--- src/rtl/hf_reader_seq_pkg.sv ---
// rtl/hf_reader_seq_pkg.sv - ISO14443-A mode codes and reader sequencer state encodings
package hf_reader_seq_pkg;

  localparam logic [2:0] MODE_SNIFFER       = 3'b000;
  localparam logic [2:0] MODE_TAGSIM_LISTEN = 3'b001;
  localparam logic [2:0] MODE_TAGSIM_MOD    = 3'b010;
  localparam logic [2:0] MODE_READER_LISTEN = 3'b011;
  localparam logic [2:0] MODE_READER_MOD    = 3'b100;

  typedef enum logic [1:0] {
    ST_IDLE   = 2'd0,
    ST_TX     = 2'd1,
    ST_GAP    = 2'd2,
    ST_LISTEN = 2'd3
  } seq_state_e;

endpackage

--- src/rtl/hf_reader_seq_if.sv ---
// rtl/hf_reader_seq_if.sv - control/status bundle between the ARM-side logic and the reader sequencer
interface hf_reader_seq_if #(
  parameter int CNT_W = 16
);
  logic             conf_wr;
  logic [7:0]       conf_word;
  logic             pause_in;
  logic             bit_strobe;
  logic             curbit;
  logic [2:0]       mod_type;
  logic             mod_sig;
  logic             busy;
  logic [CNT_W-1:0] fdt_count;
  logic             fdt_valid;
  logic             timeout;

  modport master (
    output conf_wr, conf_word, pause_in, bit_strobe, curbit,
    input  mod_type, mod_sig, busy, fdt_count, fdt_valid, timeout
  );

  modport slave (
    input  conf_wr, conf_word, pause_in, bit_strobe, curbit,
    output mod_type, mod_sig, busy, fdt_count, fdt_valid, timeout
  );
endinterface

--- src/rtl/hf_reader_seq_pause_edge.sv ---
// rtl/hf_reader_seq_pause_edge.sv - hf_pause_edge: registers pause_in, drives mod_sig, flags pause edges
module hf_pause_edge (
  input  logic ck_1356meg,
  input  logic nrst,
  input  logic pause_in,
  input  logic mod_en,
  output logic mod_sig,
  output logic pause_rise,
  output logic pause_fall
);

  logic pause_q;

  always_ff @(posedge ck_1356meg or negedge nrst) begin
    if (!nrst) begin
      pause_q <= 1'b0;
      mod_sig <= 1'b0;
    end else begin
      pause_q <= pause_in;
      mod_sig <= pause_in & mod_en;
    end
  end

  // Edges are flagged in the cycle pause_in changes, one cycle ahead of mod_sig.
  assign pause_rise = pause_in & ~pause_q;
  assign pause_fall = ~pause_in & pause_q;

endmodule

--- src/rtl/hf_reader_seq.sv ---
// rtl/hf_reader_seq.sv - ISO14443-A reader frame sequencer (TX/GAP/LISTEN, FDT capture)
// Optional HF_SEQ_TIMEOUT_EN: enables the LISTEN response timeout pulse.
module hf_reader_seq
  import hf_reader_seq_pkg::*;
#(
  parameter int CNT_W       = 16,
  parameter int EOF_CYC     = 320,
  parameter int TIMEOUT_CYC = 4096
) (
  input  logic           ck_1356meg,
  input  logic           nrst,
  hf_reader_seq_if.slave bus
);

`ifdef HF_SEQ_TIMEOUT_EN
  localparam bit TMO_EN = 1'b1;
`else
  localparam bit TMO_EN = 1'b0;
`endif

  localparam logic [CNT_W-1:0] CNT_MAX  = '1;
  localparam logic [CNT_W-1:0] EOF_LAST = CNT_W'(EOF_CYC - 1);
  localparam logic [CNT_W-1:0] TMO_LAST = CNT_W'(TIMEOUT_CYC - 1);

  seq_state_e       state;
  logic [2:0]       mod_type_q;
  logic             busy_q;
  logic [CNT_W-1:0] fdt_cnt;
  logic [CNT_W-1:0] quiet_cnt;
  logic [CNT_W-1:0] fdt_count_q;
  logic             fdt_valid_q;
  logic             timeout_q;

  logic pause_rise;
  logic pause_fall;
  logic mod_en;
  logic auto_req;
  logic response;
  logic tmo_hit;
  logic conf_unused;

  function automatic logic [CNT_W-1:0] sat_inc(input logic [CNT_W-1:0] v);
    return (v == CNT_MAX) ? v : v + 1'b1;
  endfunction

  assign auto_req    = bus.conf_word[3] && (bus.conf_word[2:0] == MODE_READER_MOD);
  assign response    = bus.bit_strobe && bus.curbit;
  assign tmo_hit     = TMO_EN && (fdt_cnt == TMO_LAST);
  assign conf_unused = ^bus.conf_word[7:4];

  // mod_sig is gated by the state the FSM is about to enter, so a new frame
  // starting from LISTEN drives the coil on its first pause cycle.
  always_comb begin
    mod_en = 1'b0;
    if (bus.conf_wr) begin
      mod_en = auto_req;
    end else begin
      case (state)
        ST_TX, ST_GAP: mod_en = 1'b1;
        ST_LISTEN:     mod_en = pause_rise;
        default:       mod_en = 1'b0;
      endcase
    end
  end

  hf_pause_edge u_pause_edge (
    .ck_1356meg (ck_1356meg),
    .nrst       (nrst),
    .pause_in   (bus.pause_in),
    .mod_en     (mod_en),
    .mod_sig    (bus.mod_sig),
    .pause_rise (pause_rise),
    .pause_fall (pause_fall)
  );

  always_ff @(posedge ck_1356meg or negedge nrst) begin
    if (!nrst) begin
      state       <= ST_IDLE;
      mod_type_q  <= MODE_SNIFFER;
      busy_q      <= 1'b0;
      fdt_cnt     <= '0;
      quiet_cnt   <= '0;
      fdt_count_q <= '0;
      fdt_valid_q <= 1'b0;
      timeout_q   <= 1'b0;
    end else begin
      timeout_q <= 1'b0;
      if (bus.conf_wr) begin
        if (auto_req) begin
          state       <= ST_TX;
          mod_type_q  <= MODE_READER_MOD;
          busy_q      <= 1'b1;
          fdt_valid_q <= 1'b0;
        end else begin
          state      <= ST_IDLE;
          mod_type_q <= bus.conf_word[2:0];
          busy_q     <= 1'b0;
        end
      end else begin
        case (state)
          ST_TX: begin
            // The fall cycle itself is count 0, so the next cycle reads 1.
            if (pause_fall) begin
              fdt_cnt   <= CNT_W'(1);
              quiet_cnt <= CNT_W'(1);
              state     <= ST_GAP;
            end
          end
          ST_GAP: begin
            fdt_cnt   <= sat_inc(fdt_cnt);
            quiet_cnt <= sat_inc(quiet_cnt);
            if (bus.pause_in) begin
              state <= ST_TX;
            end else if (quiet_cnt == EOF_LAST) begin
              state      <= ST_LISTEN;
              mod_type_q <= MODE_READER_LISTEN;
            end
          end
          ST_LISTEN: begin
            fdt_cnt <= sat_inc(fdt_cnt);
            if (pause_rise) begin
              state       <= ST_TX;
              mod_type_q  <= MODE_READER_MOD;
              fdt_valid_q <= 1'b0;
            end else if (response) begin
              fdt_count_q <= fdt_cnt;
              fdt_valid_q <= 1'b1;
              state       <= ST_IDLE;
              busy_q      <= 1'b0;
            end else if (tmo_hit) begin
              timeout_q <= 1'b1;
              state     <= ST_IDLE;
              busy_q    <= 1'b0;
            end
          end
          default: ;
        endcase
      end
    end
  end

  assign bus.mod_type  = mod_type_q;
  assign bus.busy      = busy_q;
  assign bus.fdt_count = fdt_count_q;
  assign bus.fdt_valid = fdt_valid_q;
  assign bus.timeout   = timeout_q;

endmodule

--- src/flat_wrapper.sv ---
// flat-port wrapper written by rule: the top's interface ports become plain ports
module hf_reader_seq_flat import hf_reader_seq_pkg::*;
#(
  parameter int CNT_W       = 16,
  parameter int EOF_CYC     = 320,
  parameter int TIMEOUT_CYC = 4096
)
  (ck_1356meg, nrst, bus_conf_wr, bus_conf_word, bus_pause_in, bus_bit_strobe, bus_curbit, bus_mod_type, bus_mod_sig, bus_busy, bus_fdt_count, bus_fdt_valid, bus_timeout);
  hf_reader_seq_if #(.CNT_W(CNT_W)) bus_i ();
  input  logic ck_1356meg;
  input  logic nrst;
  input wire logic [$bits(bus_i.conf_wr)-1:0] bus_conf_wr;
  input wire logic [$bits(bus_i.conf_word)-1:0] bus_conf_word;
  input wire logic [$bits(bus_i.pause_in)-1:0] bus_pause_in;
  input wire logic [$bits(bus_i.bit_strobe)-1:0] bus_bit_strobe;
  input wire logic [$bits(bus_i.curbit)-1:0] bus_curbit;
  output wire logic [$bits(bus_i.mod_type)-1:0] bus_mod_type;
  output wire logic [$bits(bus_i.mod_sig)-1:0] bus_mod_sig;
  output wire logic [$bits(bus_i.busy)-1:0] bus_busy;
  output wire logic [$bits(bus_i.fdt_count)-1:0] bus_fdt_count;
  output wire logic [$bits(bus_i.fdt_valid)-1:0] bus_fdt_valid;
  output wire logic [$bits(bus_i.timeout)-1:0] bus_timeout;
  assign bus_i.conf_wr = bus_conf_wr;
  assign bus_i.conf_word = bus_conf_word;
  assign bus_i.pause_in = bus_pause_in;
  assign bus_i.bit_strobe = bus_bit_strobe;
  assign bus_i.curbit = bus_curbit;
  assign bus_mod_type = bus_i.mod_type;
  assign bus_mod_sig = bus_i.mod_sig;
  assign bus_busy = bus_i.busy;
  assign bus_fdt_count = bus_i.fdt_count;
  assign bus_fdt_valid = bus_i.fdt_valid;
  assign bus_timeout = bus_i.timeout;
  hf_reader_seq #(.CNT_W(CNT_W), .EOF_CYC(EOF_CYC), .TIMEOUT_CYC(TIMEOUT_CYC)) u_core (.ck_1356meg(ck_1356meg), .nrst(nrst), .bus(bus_i));
endmodule
--- config.mk ---
export PLATFORM = sky130hd
export DESIGN_NAME = hf_reader_seq_flat
export DESIGN_NICKNAME = d
export VERILOG_FILES = /design/src/rtl/hf_reader_seq_pkg.sv /design/src/rtl/hf_reader_seq_if.sv /design/src/rtl/hf_reader_seq_pause_edge.sv /design/src/rtl/hf_reader_seq.sv /design/src/flat_wrapper.sv
export SDC_FILE = /design/constraint.sdc
export NUM_CORES = 1
export LEC_CHECK = 0
export ABC_AREA = 1
export BUFFER_PORTS_ARGS = -buffer_cell sky130_fd_sc_hd__clkbuf_2
export CORE_MARGIN = 5
export CORE_UTILIZATION = 55
export CTS_CLUSTER_SIZE = 20
export DETAILED_ROUTE_END_ITERATION = 16
export HOLD_SLACK_MARGIN = 0.15
export PLACE_DENSITY = 0.85
export SYNTH_ARGS = -nofsm -noshare
export SYNTH_HDL_FRONTEND = slang
export SYNTH_SLANG_ARGS = --single-unit
--- constraint.sdc ---
create_clock -name ck_1356meg -period 3 [get_ports ck_1356meg]
set_input_delay 0 -clock ck_1356meg [delete_from_list [all_inputs] [get_ports ck_1356meg]]
set_output_delay 0 -clock ck_1356meg [all_outputs]
set_load 0.05 [all_outputs]
==> summary.txt <==
Clocking
  • Root buffer cell: sky130_fd_sc_hd__clkbuf_8
  • Number of buffers created by CTS: 9
  • Number of buffers on the longest clock path: 2
  • Post-CTS resize count: 0
  • Setup fix buffers added after clock tree synthesis: 0
  • CTS tree: yes
  • Clk sinks: 57
  • Post-CTS Hold Buffers: 12
  • Clock latency reported for the late side of the worst-skew pair: 350 ps
  • H-Tree Depth: 3
  • Clock transition at path regs: 80 ps

Route
  • Detail-routed net length per standard cell: 13.9 um
  • Initial DRC Count: 247
  • Total wire length: 8.13 mm
  • Count of vias placed by the detailed router: 3299
  • Count of antenna-violating nets left after detailed routing: 0
  • First-pass DRT Iterations: 5
  • Routed via count divided by cell count: 5.64
  • DRC Markers: 0

Logic synthesis
  • Flop and latch count out of synthesis: 57
  • Most used standard cells in the synthesized netlist: 148 x sky130_fd_sc_hd__nand2_1, 57 x sky130_fd_sc_hd__dfrtp_1, 52 x sky130_fd_sc_hd__nor2_1
  • Number of flops mapped to enable cells by yosys: 0
  • Biggest area contributors in the synthesized netlist: sky130_fd_sc_hd__dfrtp_1 43%, sky130_fd_sc_hd__nand2_1 17%, sky130_fd_sc_hd__nand3_1 5.9%, sky130_fd_sc_hd__nor2_1 5.9%, sky130_fd_sc_hd__inv_1 4.4%
  • Most instantiated library cell after synthesis: sky130_fd_sc_hd__nand2_1
  • Most used flip-flop cell after synthesis: sky130_fd_sc_hd__dfrtp_1
  • Leading area contributor after synthesis: sky130_fd_sc_hd__dfrtp_1
  • Fraction of post-synthesis cell area in the top cell type by area: 43.2%
  • Fraction of the yosys area taken by sequential cells: 43.2%
  • Number of warnings issued by yosys: 0
  • Post-synthesis net count: 477
  • Share of async-settable or async-resettable flops after synthesis: 100%
  • Syn Inst Count: 457
  • Syn_area_per_cell: 7.23 um^2
  • Post-synth design cell area: 3300 um^2
  • Distinct cell type count of the synthesized netlist: 32

Timing
  • Transition time of the tightest slew-check pin: 678 ps
  • Min cycle time layout: 2230 ps
  • Final setup TNS: 0 ps
  • Final clock period utilization by the worst path: 74.2%
  • Slew Limit Headroom: 54.8%
  • Final setup violating endpoints: 0
  • Clk_skew: 18.6 ps
  • Setup repair after global routing missed its margin: false
  • Fmax: 449 MHz
  • Hold Violations, Final: 0
  • Max-slew violation count: 0

Power and ir drop
  • Proportion of power drawn by flip-flops and latches: 38.1%
  • Internal power: 1.45 mW
  • Pwr/cell area: 693 nW/um^2
  • Overall power: 2.64 mW
  • VDD IR-drop max: 0.525 mV
  • Clock group share of total power: 24.3%
  • Leakage: 1.76 nW
  • Combinational group share of total power: 37.6%
  • NetSw: 1.19 mW
  • Switching portion of total power: 45.3%

Layout
  • Sequential cell area: 1430 um^2
  • Layout-stage area growth over the synthesis result: 15.3%
  • Fraction of final layout cells with drive strength greater than 1: 13.8%
  • Area occupied by multi-input gates: 1650 um^2
  • Final layout net count: 524
  • Number of filler cells placed in the layout: 479

Worst setup path
  • Kind of critical path: flip-flop to flip-flop
  • Sort of element at the end of the critical path: flip-flop
  • Crit start category: flip-flop
  • Critical path arrival: 2480 ps
  • Worst endpoint required time: 3250 ps
  • CP max FO: 9

Global route
  • Number of antenna violations at the first check in global routing: 0
  • First-pass GRT wire length: 14.2 mm
  • Via count of the first global-routing pass: 3164
  • Overall global routing resource usage: 23.5%
  • Pin count of the biggest net entering global routing: 32
  • GR Overflow Total: 0

Worst hold path
  • Worst min-delay path category: primary input to async pin

Floorplan
  • Floorplan Core Area: 5890 um^2
  • Area of the die: 7660 um^2
  • Placement Rows: 28
  • Ports placed on the boundary: 37
  • Horizontal die dimension: 87.5 um
  • Die Y: 87.5 um
  • Effective utilization at floorplan: 56.1%

Place
  • Number of input and output port buffers inserted: 31
  • Final HPWL DP: 5.29 mm
  • Routability cong.: 0.911

Run status
  • Status: finished clean

Job
  • Max cap viols: 0
final timing paths:
path	end	start	cells past startpoint	slack [ps]
worst max-delay path	u_core.bus.mod_type[2]$_DFFE_PN0P_	u_core.state[1]$_DFFE_PN0P_	7	770
worst min-delay path	u_core.bus.busy$_DFFE_PN0P_	nrst	2	220
worst max register to register	u_core.bus.mod_type[2]$_DFFE_PN0P_	u_core.state[1]$_DFFE_PN0P_	7	770
worst min register to register	u_core.bus.fdt_count[10]$_DFFE_PN0P_	u_core.bus.fdt_count[10]$_DFFE_PN0P_	2	480
max in group asynchronous	u_core.bus.fdt_count[11]$_DFFE_PN0P_	nrst	3	1900
min in group ck_1356meg	u_core.state[1]$_DFFE_PN0P_	bus_conf_wr	6	230
logic make-up after synthesis:
family / share of synthesized area, %
AND/OR/NAND/NOR: 35.0
flip-flops: 43.2
AO/OA/AOI/OAI: 9.50
buffers and inverters: 6.85
XOR/XNOR: 2.39
adder cells (fa/ha/maj): 2.27
multiplexers: 0.682
other: 0.113
placed cells by master (no fill, tap or decap), drive strengths merged:
| cell | count |
|---|---|
| nand2 | 149 |
| nor2 | 59 |
| dfrtp | 57 |
| inv | 45 |
| o21ai | 45 |
| clkbuf | 42 |
| nand3 | 41 |
| nand4 | 14 |
| dlygate4sd3 | 12 |
| xor2 | 9 |
| a21oi | 7 |
| nor3 | 6 |
| ha | 6 |
| clkinv | 5 |
| o21bai | 2 |
| buf | 2 |
| mux2 | 2 |
| diode | 1 |
| or2 | 1 |
| o211ai | 1 |
| o221ai | 1 |
| nor3b | 1 |
| conb | 1 |
| clkinvlp | 1 |
per-layer routing:
metal	GRT usage [%]	part of all wire, %	vias up
met4	14.4	3.7	0
met1	28.0	40	1525
met3	5.20	6.8	47
met2	38.6	49	161
met5	0	0	-
li1	-	-	1566
registers in the layout, summed over array words and instances, names as in the netlist:
| register | cells |
|---|---|
| u_core.u_pause_edge.mod_sig | 1 |
| u_core.bus.mod_type | 3 |
| u_core.bus.busy | 1 |
| u_core.state | 2 |
| u_core.bus.fdt_valid | 1 |
| u_core.fdt_cnt | 16 |
| u_core.bus.fdt_count | 16 |
| u_core.quiet_cnt | 16 |
| u_core.u_pause_edge.pause_q | 1 |
area by class of cell:
type / count / area share (%)
Tap cell: 75 / 2.46
Sequential cell: 57 / 37.4
Timing Repair Buffer: 45 / 7.62
Multi-Input combinational cell: 345 / 43.3
Inverter: 46 / 4.53
Clock inverter: 5 / 0.821
Antenna cell: 1 / 0.0657
Clock buffer: 11 / 3.71
through the flow:
step | hold WS [ps] | area (um^2) | worst slack (ps) | utilization (%) | instances
2_1_floorplan | -296 | 3300 | 1360 | - | 457
3_3_place_gp | 58.1 | 3510 | 1110 | 59.7 | 556
3_5_place_dp | 67.5 | 3510 | 1010 | 59.7 | 556
4_1_cts | 152 | 3810 | 975 | 64.7 | 584
5_1_grt | 208 | 3810 | 637 | 64.7 | 584
6_report | 217 | 3810 | 773 | 64.7 | 585
worst max-delay path, stage by stage (launching register included):
cell and delay, ps:
sky130_fd_sc_hd__dfrtp_1 510, sky130_fd_sc_hd__ha_1 480, sky130_fd_sc_hd__clkinv_1 390, sky130_fd_sc_hd__nor2_1 250, sky130_fd_sc_hd__nand2_1 110, sky130_fd_sc_hd__nand2_1 180, sky130_fd_sc_hd__nand2_1 90, sky130_fd_sc_hd__o21ai_0 120
power by group through the flow:
stage / combinational [mW] / sequential [mW] / clock (mW)
2_1_floorplan: 0.506 / 1.23 / 0
3_3_place_gp: 0.923 / 1.00 / 0
3_5_place_dp: 0.946 / 1.01 / 0
4_1_cts: 0.968 / 1.00 / 0.640
5_1_grt: 1.08 / 1.02 / 0.688
6_report: 0.991 / 1.01 / 0.642
(Power assumes the default switching activity.)
